===== src/rtl/arith_seq_unit.sv =====
`default_nettype none
// ============================================================================
// Module      : arith_seq_unit
// Description : Handshaked ALU; single-cycle ADD/SUB/logic/NEG, iterative MUL/DIV.
//               Optional saturation of ADD/SUB/MUL when ARITH_SAT_EN is defined.
// Revision    : 1.0 - initial release
// ============================================================================
module arith_seq_unit #(
  parameter int WIDTH_M = 8,
  parameter int WIDTH_N = 3
) (
  input  logic               i_clk,
  input  logic               i_reset,
  input  logic               i_valid,
  output logic               o_ready,
  input  logic [WIDTH_M-1:0] i_arg_A,
  input  logic [WIDTH_M-1:0] i_arg_B,
  input  logic [WIDTH_N-1:0] i_op,
  output logic               o_valid,
  input  logic               i_ready,
  output logic [WIDTH_M-1:0] o_result,
  output logic [3:0]         o_status
);

  localparam int CW = $clog2(WIDTH_M);
  localparam logic [CW-1:0] c_CNT_LAST = CW'(WIDTH_M - 1);

  localparam logic [2:0] c_OP_ADD = 3'b000;
  localparam logic [2:0] c_OP_SUB = 3'b001;
  localparam logic [2:0] c_OP_AND = 3'b010;
  localparam logic [2:0] c_OP_OR  = 3'b011;
  localparam logic [2:0] c_OP_XOR = 3'b100;
  localparam logic [2:0] c_OP_NEG = 3'b101;
  localparam logic [2:0] c_OP_MUL = 3'b110;
  localparam logic [2:0] c_OP_DIV = 3'b111;

  typedef enum logic [1:0] {
    S_IDLE = 2'd0,
    S_BUSY = 2'd1,
    S_DONE = 2'd2
  } state_t;

  state_t r_state;
  state_t w_state_nx;

  logic [CW-1:0]          r_cnt;
  logic                   r_is_mul;
  logic [WIDTH_M-1:0]     r_result;
  logic [3:0]             r_status;

  logic [2*WIDTH_M-1:0]   r_mcand;
  logic [WIDTH_M-1:0]     r_mplier;
  logic [2*WIDTH_M-1:0]   r_prod;
  logic [WIDTH_M-1:0]     r_quo;
  logic [WIDTH_M-1:0]     r_rem;
  logic [WIDTH_M-1:0]     r_div;

  logic                   w_op_hi_err;
  logic                   w_accept;
  logic                   w_go_busy;
  logic                   w_cnt_last;
  logic [WIDTH_M:0]       w_sum;
  logic [WIDTH_M:0]       w_diff;
  logic [WIDTH_M-1:0]     w_one_res;
  logic                   w_one_flag;
  logic                   w_one_err;

  logic [2*WIDTH_M-1:0]   w_prod_nx;
  logic [WIDTH_M:0]       w_rem_sh;
  logic [WIDTH_M:0]       w_rem_try;
  logic                   w_quo_bit;
  logic [WIDTH_M-1:0]     w_rem_nx;
  logic [WIDTH_M-1:0]     w_quo_nx;
  logic                   w_mul_ovf;
  logic [WIDTH_M-1:0]     w_busy_res;
  logic                   w_busy_flag;

  function automatic logic [3:0] f_status(input logic [WIDTH_M-1:0] res,
                                          input logic flag, input logic err);
    f_status = {err, flag, res[WIDTH_M-1], ~|res};
  endfunction

  // Opcode bits above [2] only exist for wider opcode fields
  generate
    if (WIDTH_N > 3) begin : g_op_hi
      assign w_op_hi_err = |i_op[WIDTH_N-1:3];
    end else begin : g_op_no_hi
      assign w_op_hi_err = 1'b0;
    end
  endgenerate

  assign w_accept   = i_valid && (r_state == S_IDLE);
  assign w_cnt_last = (r_cnt == c_CNT_LAST);
  assign w_go_busy  = !w_op_hi_err &&
                      ((i_op[2:0] == c_OP_MUL) ||
                       ((i_op[2:0] == c_OP_DIV) && (|i_arg_B)));

  always_comb begin
    w_sum      = {1'b0, i_arg_A} + {1'b0, i_arg_B};
    w_diff     = {1'b0, i_arg_A} - {1'b0, i_arg_B};
    w_one_res  = '0;
    w_one_flag = 1'b0;
    w_one_err  = 1'b0;
    if (w_op_hi_err) begin
      w_one_err = 1'b1;
    end else begin
      case (i_op[2:0])
        c_OP_ADD: begin
          w_one_res  = w_sum[WIDTH_M-1:0];
          w_one_flag = w_sum[WIDTH_M];
`ifdef ARITH_SAT_EN
          if (w_sum[WIDTH_M]) w_one_res = '1;
`endif
        end
        c_OP_SUB: begin
          w_one_res  = w_diff[WIDTH_M-1:0];
          w_one_flag = w_diff[WIDTH_M];
`ifdef ARITH_SAT_EN
          if (w_diff[WIDTH_M]) w_one_res = '0;
`endif
        end
        c_OP_AND: w_one_res = i_arg_A & i_arg_B;
        c_OP_OR:  w_one_res = i_arg_A | i_arg_B;
        c_OP_XOR: w_one_res = i_arg_A ^ i_arg_B;
        c_OP_NEG: w_one_res = '0 - i_arg_A;
        c_OP_MUL: w_one_res = '0;
        c_OP_DIV: begin
          // Only reached here for a zero divisor
          w_one_res = '1;
          w_one_err = 1'b1;
        end
      endcase
    end
  end

  // One shift-add / restoring-division step per BUSY cycle
  assign w_prod_nx = r_prod + (r_mplier[0] ? r_mcand : '0);
  assign w_rem_sh  = {r_rem, r_quo[WIDTH_M-1]};
  assign w_rem_try = w_rem_sh - {1'b0, r_div};
  assign w_quo_bit = ~w_rem_try[WIDTH_M];
  assign w_rem_nx  = w_quo_bit ? w_rem_try[WIDTH_M-1:0] : w_rem_sh[WIDTH_M-1:0];
  assign w_quo_nx  = {r_quo[WIDTH_M-2:0], w_quo_bit};
  assign w_mul_ovf = |w_prod_nx[2*WIDTH_M-1:WIDTH_M];

  always_comb begin
    w_busy_res  = w_quo_nx;
    w_busy_flag = 1'b0;
    if (r_is_mul) begin
      w_busy_res  = w_prod_nx[WIDTH_M-1:0];
      w_busy_flag = w_mul_ovf;
`ifdef ARITH_SAT_EN
      if (w_mul_ovf) w_busy_res = '1;
`endif
    end
  end

  always_ff @(posedge i_clk or negedge i_reset) begin
    if (!i_reset) begin
      r_state <= S_IDLE;
    end else begin
      r_state <= w_state_nx;
    end
  end

  always_comb begin
    w_state_nx = r_state;
    o_ready    = 1'b0;
    o_valid    = 1'b0;
    case (r_state)
      S_IDLE: begin
        o_ready = 1'b1;
        if (i_valid) w_state_nx = w_go_busy ? S_BUSY : S_DONE;
      end
      S_BUSY: begin
        if (w_cnt_last) w_state_nx = S_DONE;
      end
      S_DONE: begin
        o_valid = 1'b1;
        if (i_ready) w_state_nx = S_IDLE;
      end
      default: w_state_nx = S_IDLE;
    endcase
  end

  always_ff @(posedge i_clk or negedge i_reset) begin
    if (!i_reset) begin
      r_cnt    <= '0;
      r_is_mul <= 1'b0;
      r_result <= '0;
      r_status <= '0;
      r_mcand  <= '0;
      r_mplier <= '0;
      r_prod   <= '0;
      r_quo    <= '0;
      r_rem    <= '0;
      r_div    <= '0;
    end else if (w_accept) begin
      r_cnt    <= '0;
      r_is_mul <= (i_op[2:0] == c_OP_MUL);
      r_mcand  <= {{WIDTH_M{1'b0}}, i_arg_A};
      r_mplier <= i_arg_B;
      r_prod   <= '0;
      r_quo    <= i_arg_A;
      r_rem    <= '0;
      r_div    <= i_arg_B;
      if (!w_go_busy) begin
        r_result <= w_one_res;
        r_status <= f_status(w_one_res, w_one_flag, w_one_err);
      end
    end else if (r_state == S_BUSY) begin
      r_cnt    <= r_cnt + CW'(1);
      r_mcand  <= {r_mcand[2*WIDTH_M-2:0], 1'b0};
      r_mplier <= {1'b0, r_mplier[WIDTH_M-1:1]};
      r_prod   <= w_prod_nx;
      r_quo    <= w_quo_nx;
      r_rem    <= w_rem_nx;
      if (w_cnt_last) begin
        r_result <= w_busy_res;
        r_status <= f_status(w_busy_res, w_busy_flag, 1'b0);
      end
    end
  end

  assign o_result = r_result;
  assign o_status = r_status;

endmodule
`default_nettype wire


===== config.mk =====
export PLATFORM = sky130hd
export DESIGN_NAME = arith_seq_unit
export DESIGN_NICKNAME = d
export VERILOG_FILES = /design/src/rtl/arith_seq_unit.sv
export SDC_FILE = /design/constraint.sdc
export NUM_CORES = 1
export LEC_CHECK = 0
export CAP_MARGIN = 30
export CORE_MARGIN = 1
export CORE_UTILIZATION = 25
export CTS_BUF_LIST = sky130_fd_sc_hd__clkbuf_8
export DETAILED_ROUTE_END_ITERATION = 16
export GPL_TIMING_DRIVEN = 0
export SYNTH_ARGS = -nofsm -noshare
export SYNTH_HDL_FRONTEND = slang
export SYNTH_SLANG_ARGS = --single-unit

===== constraint.sdc =====
create_clock -name i_clk -period 3.1 [get_ports i_clk]
set_clock_uncertainty 0.1 [all_clocks]
set_input_delay 0.93 -clock i_clk [delete_from_list [all_inputs] [get_ports i_clk]]
set_output_delay 0.93 -clock i_clk [all_outputs]
set_load 0.03 [all_outputs]

Yosys cells after proc, flatten, opt, wreduce, memory -nomap -nowiden
Cells that the tools add are included.
- output and inout bits: 14
- logic and storage cells: 84
- register bits after elaboration: 82
- eq/ne operators: 14
- add/subtract/negate cells: 6
- bitwise operators: 4
- reductions and logical operators: 15
- multiplexer cells: 34
- operators by type and width (operator ; number):
    8-bit two-way mux ; 12
    16-bit two-way mux ; 5
    8-bit case mux with 8 select lines ; 1
    8-bit OR reduction ; 4
    16-bit adder ; 1
    4-bit two-way mux ; 4
    3-bit equality test, second input constant ; 5
    8-bit by 8-bit adder with 9-bit output ; 1
    8-bit by 8-bit subtractor with 9-bit output ; 1
    9-bit by 8-bit subtractor with 9-bit output ; 1
    8-bit bitwise AND ; 1
    2-bit two-way mux ; 4
    2-bit inequality test, second input constant ; 4
    8-bit OR ; 1
    1-bit by 8-bit subtractor with 8-bit output, first input constant ; 1
    8-bit bitwise XOR ; 1
    3-bit by 2-bit equality test with 1-bit output, second input constant ; 2
    3-bit two-way mux ; 2
    2-bit case mux with 3 select lines ; 1
    3-bit AND reduction ; 2
    1-bit two-way mux ; 4
    2-bit nonzero test ; 2
    3-bit by 1-bit adder with 3-bit output, second input constant ; 1
    3-bit by 1-bit equality test with 1-bit output, second input constant ; 1
    other kinds (9) ; 11

Depth between registers and ports, before layout
- word-level depth: 8
- mapped depth: 11

Worst setup path after synthesis
No wires, ideal clock.
- path type: input-to-reg
- from: input port i_arg_A[0]
- to: register r_result[6] (netlist: o_result[6])
- library setup time: 0.064 ns
- stages on the path: 9
- slack: 0.158 ns
- path buffers: 0
- arrival: 2.778 ns
- path through: ha_1 > fa_1 > a211oi_1 > o21bai_1 > a21oi_1 > xor2_1 > a211o_1 > a211oi_1 > a21o_1
- cells in the longest elaborated chain, start to end: 4
- RTL lines (item ; line ; source):
    from (decl) ; 16 ; input logic [WIDTH_M-1:0] i_arg_A,
    1-bit by 8-bit subtractor with 8-bit output (tied with other cells) ; 125 ; c_OP_NEG: w_one_res = '0 - i_arg_A;
    8-bit case mux with 8 select lines * ; 107 ; case (i_op[2:0])
    8-bit two-way mux * ; 206 ; if (!w_go_busy) begin
    8-bit two-way mux * ; 197 ; end else if (w_accept) begin
    to (signal assigned) ; 207 ; r_result <= w_one_res;
    to (signal assigned) ; 218 ; r_result <= w_busy_res;
    to (decl) ; 48 ; logic [WIDTH_M-1:0] r_result;
Every way passes the cells marked *; elsewhere a longest branch is shown, timed or not. The select of a mux whose other input is x is not followed.
A chain may end at the register's enable or synchronous reset.

Final worst setup path
- from: input port i_arg_B[3]
- to: register r_status[2] (netlist: o_status[2])
- cells in the longest elaborated chain, start to end: 5
- RTL lines (item ; line ; source):
    from (decl) ; 17 ; input logic [WIDTH_M-1:0] i_arg_B,
    branches (longest 5 deep; another with 8-bit by 8-bit subtractor with 9-bit output) ; -- ;
    to (signal assigned) ; 208 ; r_status <= f_status(w_one_res, w_one_flag, w_one_err);
    to (signal assigned) ; 219 ; r_status <= f_status(w_busy_res, w_busy_flag, 1'b0);
    to (decl) ; 49 ; logic [3:0] r_status;
Several ways; the timed one is not identified. The select of a mux whose other input is x is not followed.

==> flow_results.org <==
** Global routing
- The number of antenna violations at the first check in global routing is 0.
- Global-route wire length before repair :: 28.3 mm
- Via count of the first global-routing pass :: 5192
- Overall global routing resource usage :: 0.148
- Entering global routing, the biggest net connects 63 pins.
- Total global routing overflow :: 0

** Logic synthesis
- Cell type with the largest total area after synthesis :: dfrtp_1
- Of the synthesized area, sequential elements account for 0.335.
- Complex-gate fraction of the synthesized area :: 0.243
- Fraction of post-synthesis cell area in the top cell type by area :: 0.335
- Cell area after technology mapping :: 6050 um^2
- Of the total synthesized cell area, the portion taken by XOR and XNOR cells is 0.0391.
- Number of warnings printed during yosys synthesis :: 0
- Most instantiated flip-flop cell in the synthesis netlist :: dfrtp_1
- Share of cell area taken by muxes after synthesis :: 0.0258
- By area the synthesized netlist is led by dfrtp_1 (33%), ha_1 (10%), o21ai_0 (5.0%).
- Gate count after technology mapping :: 702
- Post-Synth Simple-Gate Area :: 0.188
- After synthesis, the netlist uses 73 different library cells.
- The average instance in the mapped netlist occupies 8.62 um^2.
- Syn nets :: 779
- The commonest cells after synthesis are dfrtp_1 (81), nand2_1 (80), o21ai_0 (61).
- Combinational family with the most area after synthesis :: compound AO/OA/AOI/OAI gates
- Of all flip-flops after synthesis, the portion carrying an async set or reset was 1.00.
- Area share of fa/ha/maj cells after synthesis :: 0.117
- Dominant cell by count in the synthesized netlist :: dfrtp_1
- Count of state elements after synthesis :: 81
- Post-synth EDFFs :: 0

** Placement
- Detailed placement HPWL :: 13.5 mm
- Number of buffers added on ports :: 35
- The placed instances occupy a cell area of 6830 um^2.
- The number of placed instances, taps included, is 1057.
- The congestion estimate from routability-driven global placement came to 0.892.

** Final layout
- Non-filler cells in the finished layout :: 1074
- Summing all flip-flop and latch instances after layout gives 2030 um^2.
- After routing the design area is 7270 um^2.
- Net count of the finished layout :: 827
- The repair_antennas step left the layout with diodes totalling 0.
- Number of fill cells :: 2512
- In the final layout, the share of cells above drive strength 1 is 0.121.
- Util after Layout :: 0.308
- Multi-input logic area :: 3890 um^2
- Synth-to-Final Area Change :: 20.1%

** Power and ir drop
- Overall power after layout :: 5.49 mW
- For this design the ratio of total power to cell area is 755 nW/um^2.
- VDD sags by at most 0.000257 V.
- The analysis attributes to cell leakage a power of 3.13 nW.

** Drt
- For this block, the via count after detailed routing is 5493.
- Antenna-violating nets left :: 0
- Final routed wirelength across all metal layers :: 17.7 mm
- First-pass iteration count of the detailed router :: 5
- In the final routed layout, each cell accounts on average for 16.5 um.
- Average via count per standard cell :: 5.11
- Post-route DRC violation count :: 0
- Violation count after the first detailed-routing iteration :: 451

** STA
- The total count of hold-check failures in the final report came to 0.
- Final critical-path setup slack :: -0.00408 ns
- Final period util :: 1.00
- Remaining max-slew budget at the tightest pin :: 0.489
- Final critical-path required period :: 3.10 ns
- Setup repair after global routing could not meet its margin everywhere.
- Slew at the pin closest to its max-slew limit :: 0.767 ns
- Setup tns final :: -0.00408 ns
- For this run, the top clock speed supported by timing is 322 MHz.
- The max-slew violation count is 0.
- Setup violations remaining at the end of the flow were counted as 1.

** Outcome
- The run finished, with violations left.
- Violations in the final reports :: setup timing

** Worst setup path
- Of all nets on the critical path, the largest fanout is 10.
- Origin of the critical flop-to-flop path :: r_mplier[0]$_DFFE_PN0P_
- The worst register-to-register path ends at o_status[2]$_DFFE_PN0P_.
- Required time of the critical path :: 3.24 ns
- For this design, the slowest cell found on the critical path is or4_4.
- The worst register-to-register path has a depth of 10.
- Arrival time of the worst setup path :: 3.25 ns
- Largest stage delay, worst path :: 0.60 ns
- WS Path Type :: input pin to register
- Worst path cell trace :: dlygate4sd2_1 -> or4_4 -> o311ai_4 -> a22oi_2 -> buf_4 -> a311oi_4 -> and4_1 -> a31oi_1
- Critical Path Start Type :: input pin
- Crit end category :: register
- In this run the register-to-register setup slack is 0.08 ns.

** Job
- Number of maximum-capacitance constraint violations :: 0

** CTS
- Inserted Clock Buffers :: 9
- Root buffer cell :: clkbuf_8
- Number of levels the H-tree was split into :: 3
- TritonCTS built the clock tree.
- Counting every sink on the clock net gives 81.
- After clock tree synthesis, the clock-pin slew on the worst setup and hold paths is 0.09 ns.
- Latest clock arrival within the worst-skew pair :: 0.37 ns
- The clock passes through at most 2 buffers.

** Floorplan
- The initial utilization of the core area, before any placement, comes to 0.256.
- The floorplan step defined a die boundary enclosing 24800 um^2.
- Width of the die :: 158 um
- Std-Cell Core Area :: 23600 um^2
- IO Count :: 37
- Count of standard-cell rows :: 56
- Vert. Die Dim :: 158 um

** Worst hold path
- The path class of the tightest hold or removal check is input pin to async pin.
## layout by cell type, fill, tap and decap left out, types with 6 or more instances in the layout
cell type,synthesis,final
buf_4,1,7
clkdlybuf4s50_1,0,18
dfrtp_1,81,80
nand2_1,80,80
xor2_1,7,7
nand3_1,35,35
o21ai_0,61,60
a21o_1,11,11
inv_1,37,35
and2_1,17,17
nor2_1,42,41
a21oi_1,31,29
nand2b_1,10,10
nor3_1,16,15
o21bai_1,6,6
xnor2_1,20,19
buf_2,10,6
clkbuf_1,27,22
o21ai_1,7,6
clkbuf_8,1,10
mux2i_1,10,10
dlygate4sd2_1,0,7
ha_1,50,45
nor2b_1,13,13
a221o_1,18,18
## final cells by class
type | instances | area share
well taps | 319 | 0.0549
multi-input cells | 542 | 0.535
clock inverters | 7 | 0.0163
plain buffers | 37 | 0.0248
inverters | 39 | 0.0201
flip-flops and latches | 81 | 0.279
repair buffers | 40 | 0.0527
clock buffers | 9 | 0.0170
## power breakdown
group          internal (mW)  switching (mW)
clock                  0.538           0.420
combinational           1.16            1.69
sequential              1.43           0.249
## registers in the layout, indices dropped and copies added (netlist names)
register	cells
o_result	7
o_status	4
r_cnt	3
r_div	8
r_is_mul	1
r_mcand	16
r_mplier	8
r_prod	16
r_quo	8
r_rem	8
r_state	2
## layer usage
layer | vias up | wire length, um | global-route usage
met2 | 136 | 7910 | 0.228
met3 | 27 | 793 | 0.0246
met1 | 2697 | 8620 | 0.209
met4 | 0 | 342 | 0.0476
met5 | - | 0 | 0
li1 | 2633 | - | -
## cell families (layout without fill, tap and decap cells)
group	count (synthesis)	count (layout)
AO/OA/AOI/OAI	210	210
flip-flops	81	81
AND/OR/NAND/NOR	236	236
XOR/XNOR	27	27
multiplexers	15	15
buffers and inverters	79	132
adder cells (fa/ha/maj)	54	54
## critical path: cells and delay by family
family	cells	cell delay (ns)
AO/OA/AOI/OAI	4	0.94
buffers and inverters	2	0.53
AND/OR/NAND/NOR	2	0.84
## metrics by stage
step / setup slack (ns) / hold slack, ns
6_report: -0.00408 / 0.339
5_1_grt: -0.0834 / 0.339
4_1_cts: 0.0208 / 0.332
3_5_place_dp: -0.985 / 0.370
3_3_place_gp: -2.08 / 0.362
2_1_floorplan: 0.158 / 0.346
## repair_timing
| item | 4_1_cts | 5_1_grt |
|---|---|---|
| gates resized for setup | 54 | 25 |
| hold endpoints to repair | 0 | 0 |
| setup endpoints to repair | 12 | 10 |
| setup buffers | 4 | 0 |
| gates cloned | 0 | 0 |
| hold buffers | 0 | 0 |
| pin swaps | 9 | 3 |
## how the worst max path moves through the flow
stage	endpoint	slack (ns)	startpoint
floorplan	o_result[6]$_DFFE_PN0P_	0.16	i_arg_A[0]
global placement	r_mplier[7]$_DFFE_PN0P_	-2.08	i_reset
detailed placement	o_result[6]$_DFFE_PN0P_	-0.99	i_arg_A[3]
CTS	o_status[1]$_DFFE_PN0P_	0.02	i_arg_B[1]
global route	o_status[2]$_DFFE_PN0P_	-0.08	r_mplier[0]$_DFFE_PN0P_
finish	o_status[2]$_DFFE_PN0P_	-0.004	i_arg_B[3]
Power figures use the tool's default switching activity.
